==> config.mk <==
export PLATFORM = sky130hd
export DESIGN_NAME = rvx_board_conditioner
export DESIGN_NICKNAME = d
export VERILOG_FILES = /design/src/rtl/rvx_board_pkg.sv /design/src/rtl/rvx_button_debouncer.sv /design/src/rtl/rvx_board_conditioner.sv
export SDC_FILE = /design/constraint.sdc
export NUM_CORES = 1
export LEC_CHECK = 0
export ABC_AREA = 1
export CORE_AREA = 2 2 127 129
export DETAILED_ROUTE_END_ITERATION = 12
export DIE_AREA = 0 0 129 131
export PLACE_DENSITY_LB_ADDON = 0.12
export SKIP_LAST_GASP = 1
export SLEW_MARGIN = 20
export SYNTH_ARGS = -nofsm -noshare
export SYNTH_HDL_FRONTEND = slang
export SYNTH_SLANG_ARGS = --single-unit
==> constraint.sdc <==
create_clock -name clock -period 2.8 [get_ports clock]
set_input_delay 0.56 -clock clock [delete_from_list [all_inputs] [get_ports clock]]
set_output_delay 0.56 -clock clock [all_outputs]
set_load 0.02 [all_outputs]
==> src/rtl/rvx_board_pkg.sv <==
// Shared types and helpers for the RVX board clock/reset conditioner.
package rvx_board_pkg;

    typedef enum logic [1:0] {
        RST_ACTIVE = 2'd0,
        RST_HOLD   = 2'd1,
        RST_RUN    = 2'd2
    } rst_state_t;

    // Bits needed to hold values 0..max_value, never less than one.
    function automatic int unsigned counter_width(input int unsigned max_value);
        return (max_value < 1) ? 1 : $clog2(max_value + 1);
    endfunction

endpackage

==> src/rtl/rvx_button_debouncer.sv <==
// One button path: two-flop synchroniser, stability debouncer and press pulse.
module rvx_button_debouncer
    import rvx_board_pkg::*;
#(
    parameter int unsigned DEBOUNCE_CYCLES = 50000
) (
    input  logic clock,
    input  logic reset,
    input  logic button_raw,
    output logic button_debounced,
    output logic button_pressed
);

    localparam int unsigned    CW       = counter_width(DEBOUNCE_CYCLES);
    localparam logic [CW-1:0]  CNT_LAST = CW'(DEBOUNCE_CYCLES - 1);

    logic          sync_meta;
    logic          sync_level;
    logic [CW-1:0] stable_count;
    logic          settle;

    // Synced level has differed for DEBOUNCE_CYCLES consecutive cycles.
    assign settle = (sync_level != button_debounced) && (stable_count == CNT_LAST);

    always_ff @(posedge clock or posedge reset) begin
        if (reset) begin
            sync_meta        <= 1'b0;
            sync_level       <= 1'b0;
            stable_count     <= '0;
            button_debounced <= 1'b0;
            button_pressed   <= 1'b0;
        end else begin
            sync_meta      <= button_raw;
            sync_level     <= sync_meta;
            button_pressed <= settle && sync_level;
            if ((sync_level == button_debounced) || settle) begin
                stable_count <= '0;
            end else begin
                stable_count <= stable_count + CW'(1);
            end
            if (settle) begin
                button_debounced <= sync_level;
            end
        end
    end

endmodule

==> src/rtl/rvx_board_conditioner.sv <==
// Board-pin front end: even clock divider, debounced buttons and a SoC reset
// stretcher aligned to the divided clock.
module rvx_board_conditioner
    import rvx_board_pkg::*;
#(
    parameter int unsigned CLOCK_DIVIDE         = 2,
    parameter int unsigned BUTTON_COUNT         = 4,
    parameter int unsigned DEBOUNCE_CYCLES      = 50000,
    parameter int unsigned RESET_BUTTON_INDEX   = 0,
    parameter int unsigned RESET_STRETCH_CYCLES = 16
) (
    input  logic                    clock,
    input  logic                    reset,
    input  logic [BUTTON_COUNT-1:0] button_raw,
    output logic                    clock_divided,
    output logic                    clock_divided_rise,
    output logic [BUTTON_COUNT-1:0] button_debounced,
    output logic [BUTTON_COUNT-1:0] button_pressed,
    output logic                    soc_reset_n
);

    localparam int unsigned              HALF_PERIOD  = CLOCK_DIVIDE / 2;
    localparam int unsigned              DIV_W        = counter_width(HALF_PERIOD - 1);
    localparam logic [DIV_W-1:0]         DIV_LAST     = DIV_W'(HALF_PERIOD - 1);
    localparam int unsigned              STRETCH_W    = counter_width(RESET_STRETCH_CYCLES - 1);
    localparam logic [STRETCH_W-1:0]     STRETCH_LAST = STRETCH_W'(RESET_STRETCH_CYCLES - 1);

    logic [DIV_W-1:0]     div_count;
    logic                 div_terminal;
    logic                 clock_divided_fall;
    rst_state_t           rst_state;
    logic [STRETCH_W-1:0] stretch_count;
    logic                 reset_button;

    assign div_terminal       = (div_count == DIV_LAST);
    // Reset gating only matters for divide-by-2, where the terminal count is 0.
    assign clock_divided_rise = div_terminal && !clock_divided && !reset;
    assign clock_divided_fall = div_terminal && clock_divided;

    always_ff @(posedge clock or posedge reset) begin
        if (reset) begin
            div_count     <= '0;
            clock_divided <= 1'b0;
        end else if (div_terminal) begin
            div_count     <= '0;
            clock_divided <= ~clock_divided;
        end else begin
            div_count     <= div_count + DIV_W'(1);
        end
    end

    for (genvar i = 0; i < BUTTON_COUNT; i++) begin : g_button
        rvx_button_debouncer #(
            .DEBOUNCE_CYCLES (DEBOUNCE_CYCLES)
        ) u_debouncer (
            .clock            (clock),
            .reset            (reset),
            .button_raw       (button_raw[i]),
            .button_debounced (button_debounced[i]),
            .button_pressed   (button_pressed[i])
        );
    end

    assign reset_button = button_debounced[RESET_BUTTON_INDEX];

    // Advancing only on fall strobes keeps soc_reset_n stable at every divided rising edge.
    always_ff @(posedge clock or posedge reset) begin
        if (reset) begin
            rst_state     <= RST_ACTIVE;
            stretch_count <= '0;
            soc_reset_n   <= 1'b0;
        end else if (clock_divided_fall) begin
            case (rst_state)
                RST_ACTIVE: begin
                    if (!reset_button) begin
                        rst_state     <= RST_HOLD;
                        stretch_count <= '0;
                    end
                end
                RST_HOLD: begin
                    if (reset_button) begin
                        rst_state <= RST_ACTIVE;
                    end else if (stretch_count == STRETCH_LAST) begin
                        rst_state   <= RST_RUN;
                        soc_reset_n <= 1'b1;
                    end else begin
                        stretch_count <= stretch_count + STRETCH_W'(1);
                    end
                end
                RST_RUN: begin
                    if (reset_button) begin
                        rst_state   <= RST_ACTIVE;
                        soc_reset_n <= 1'b0;
                    end
                end
                default: begin
                    rst_state   <= RST_ACTIVE;
                    soc_reset_n <= 1'b0;
                end
            endcase
        end
    end

endmodule

==> PnR_summary.wiki <==
{| class="wikitable"
! Metric !! Value
|-
| Run status || complete, no violations
|-
| Routed wire length || 9220 um
|-
| Highest net fanout along the worst path || 2
|-
| Clock slew seen by the registers of the worst setup and hold paths || ~0.060 ns
|-
| Count of routing violations after the opening detailed-route iteration || 237
|-
| Smallest hold slack || 0.348 ns
|-
| Maximum clock path buffer count || 2
|-
| Post-layout worst setup margin || 0.480 ns
|-
| Core area || 0.0156 mm2
|-
| Reg area || 0.00220 mm2
|-
| Required time worst endpoint || 2.24 ns
|-
| Transition time at the pin with the least slew margin || 0.463 ns
|-
| Setup repair after global routing missed its margin || no
|-
| Relative slew margins || between 60% and 70%
|-
| Signal arrival time at the worst endpoint || 1.76 ns
|-
| Final slew viol count || 0
|-
| Setup crit start kind || input pin
|-
| Leading cell type in the layout, fill and taps excluded || nor2_1
|-
| Ys Warns || 0
|-
| Cell count after synthesis || 582
|-
| Worst setup EP type || primary output
|-
| Drt pass-1 iters || 4
|-
| Fraction of final layout cells with drive strength greater than 1 || 6.30%
|-
| Placer congestion estimate || 0.821
|-
| Total CTS buffers || 9
|-
| Setup fix buffers added after clock tree synthesis || 0
|-
| Htree depth || 3
|-
| Insertion delay to the later sink of the worst-skew pair || 0.35 ns
|-
| Post-CTS Resized || 0
|-
| Biggest area consumer among synthesized cells || dfrtp_1
|-
| Width of the die || approximately 130 um
|-
| Power consumption || between 2 and 3 mW
|-
| XOR/XNOR Fraction of Synth Area || 5.56%
|-
| Total setup violations reported at the end of the flow || 0
|-
| Maximum number of pins on one net before global-route repair || 81
|-
| Fraction of the cycle the final worst path needs || around 83%
|-
| Largest family of logic cells by synthesized area || simple AND/OR/NAND/NOR gates
|-
| Num Clock Sinks || 88
|-
| Row Count || 46
|-
| Kind of critical path || input pin to primary output
|-
| Area fraction in and, or, nand and nor cells after synthesis || 34.1%
|-
| Hold Path Class || flip-flop to flip-flop
|-
| CTS root buffer || clkbuf_16
|-
| Commonest cells after routing, fill and taps aside || 151 x nor2_1, 132 x nand2_1, 88 x dfrtp_1, 51 x inv_1, 27 x nand3_1
|-
| Max-capacitance violation count || 0
|-
| Power per Cell Area || approximately 490 mW/mm2
|-
| Mapped Area || ~0.0046 mm2
|-
| DR vias/cell || 4.34
|-
| Worst vdd ir || 0.302 mV
|-
| Final worst clock skew || 0.00675 ns
|-
| Wire length per cell after detailed routing || 11.3 um
|-
| Antenna diodes || 0
|-
| Portion of synthesized cell area occupied by the leading cell type || 48.2%
|-
| Peak clock frequency supported by timing || 0.431 GHz
|-
| CTS tree || yes
|-
| Synth Area per Inst || between 7 and 8 um2
|-
| Detailed placement HPWL || 6370 um
|-
| Synth-to-layout area growth || 13.8%
|-
| Number of antenna violations at the first check in global routing || 0
|-
| Via total after detailed routing || 3552
|-
| First-pass GRT wire length || roughly 16000 um
|-
| Vertical extent of the die || 131 um
|-
| Top post-synthesis cells by area || dfrtp_1 48%, nor2_1 12%, nand2_1 11%
|-
| Proportion of synthesized chip area in sequential cells || 48.2%
|-
| Combined area of the multi-input logic cells || 0.00206 mm2
|-
| Period minus WS final || 2.32 ns
|-
| Setup slack at placement || around 0.46 ns
|-
| Net total in the final layout || 609
|-
| Remaining antenna violation count || 0
|-
| Post-Synthesis Net Count || 593
|-
| Combined global-route utilization of all metal layers || 12.2%
|-
| DIE AREA || 0.0169 mm2
|-
| Count of state elements after synthesis || 88
|-
| Final count of hold timing violations || 0
|-
| CTS Hold Bufs || 0
|-
| Leakage component of the power || 2.19 nW
|-
| IO Port Bufs || 16
|-
| Count of distinct cell types in the synthesized netlist || 24
|-
| Share of cell area taken by muxes after synthesis || 0%
|-
| Via count of the first global-routing pass || roughly 3.6k
|-
| Effective utilization at floorplan || between 20% and 30%
|-
| Compound-Gate Fraction of Synth Area || 4.11%
|-
| Remaining global-route overflow || 0
|-
| I/O pins || 17
|-
| Fill cell total of the finished layout || 1670
|-
| Synthesized-area fraction occupied by adder cells || under 10%
|-
| Sum of negative setup slack || 0 ns
|-
| Detailed-route DRC error count || 0
|}
-- report_power, final --
group	internal, mW	switching [mW]
Clock	0.651	0.519
Sequential	1.29	0.0209
Combinational	0.0280	0.0612
Total	1.97	0.601
-- path summary, 6_finish.rpt --
| kind | from | to | slack (ns) | cells after the start |
|---|---|---|---|---|
| setup / recovery | reset | clock_divided_rise | 0.48 | 3 |
| hold / removal | g_button[2].u_debouncer.sync_meta | g_button[2].u_debouncer.sync_level | 0.35 | 0 |
| setup reg to reg | g_button[2].u_debouncer.stable_count[0] | g_button[2].u_debouncer.stable_count[8] | 1.26 | 6 |
| hold reg to reg | g_button[2].u_debouncer.sync_meta | g_button[2].u_debouncer.sync_level | 0.35 | 0 |
| max in group asynchronous | reset | g_button[1].u_debouncer.sync_level | 1.60 | 3 |
| min in group asynchronous | reset | stretch_count[2] | 0.53 | 2 |
-- synth_stat cells --
master    count
a21o_1        3
a21oi_1       6
buf_4         8
buf_6         3
buf_8         1
dfrtp_1      88
ha_1          5
inv_1        52
nand2_1     132
nand2_2       6
nand2_4       3
nand3_1      27
nand3_2       4
nand3_4       1
nand4_1      24
nor2_1      151
nor2_2        6
nor3_1        7
o21ai_0      18
o21ai_1       3
o21bai_1      4
or2_2         1
xnor2_1       6
xor2_1       23
-- metrics by stage --
stage	cells	utilization [%]	area (um2)
2_1_floorplan	582	-	4570
3_3_place_gp	803	31.5	4910
3_5_place_dp	803	31.5	4910
4_1_cts	819	33.3	5200
5_1_grt	819	33.3	5200
6_report	819	33.3	5200
-- layer usage --
metal,global-route usage [%],vias up,share of wire [%],wire length (um)
li1,-,1864,-,-
met1,14.6,1644,48,4420
met2,21.2,35,48,4400
met3,3.14,9,2.7,246
met4,4.86,0,1.7,156
met5,0,-,0,0
-- layout make-up --
| type | instances | share of cell area (%) |
|---|---|---|
| clock buffer | 12 | 4.94 |
| tap | 216 | 5.20 |
| sequential | 88 | 42.4 |
| clock inverter | 4 | 0.554 |
| inverter | 52 | 3.83 |
| multi-input combinational | 430 | 39.6 |
| timing repair buffer | 17 | 3.47 |
-- critical path, stage by stage --
cell and delay, ns:
clkdlybuf4s50_1 0.46, nor2_1 0.12, clkdlybuf4s50_1 0.61
-- flip-flops by register name, indices dropped and copies added (netlist names) --
register                               flops
soc_reset_n                                1
g_button.u_debouncer.button_pressed        4
g_button.u_debouncer.sync_level            4
rst_state                                  2
g_button.u_debouncer.sync_meta             4
g_button.u_debouncer.button_debounced      4
clock_divided                              1
stretch_count                              4
g_button.u_debouncer.stable_count         64
-- cell families (layout without fill, tap and decap cells) --
group	count (synthesis)	in the layout
AND/OR/NAND/NOR	362	362
AO/OA/AOI/OAI	34	34
buffers and inverters	64	85
XOR/XNOR	29	29
flip-flops	88	88
adder cells (fa/ha/maj)	5	5
No activity file was read; power rests on OpenSTA's default activity.
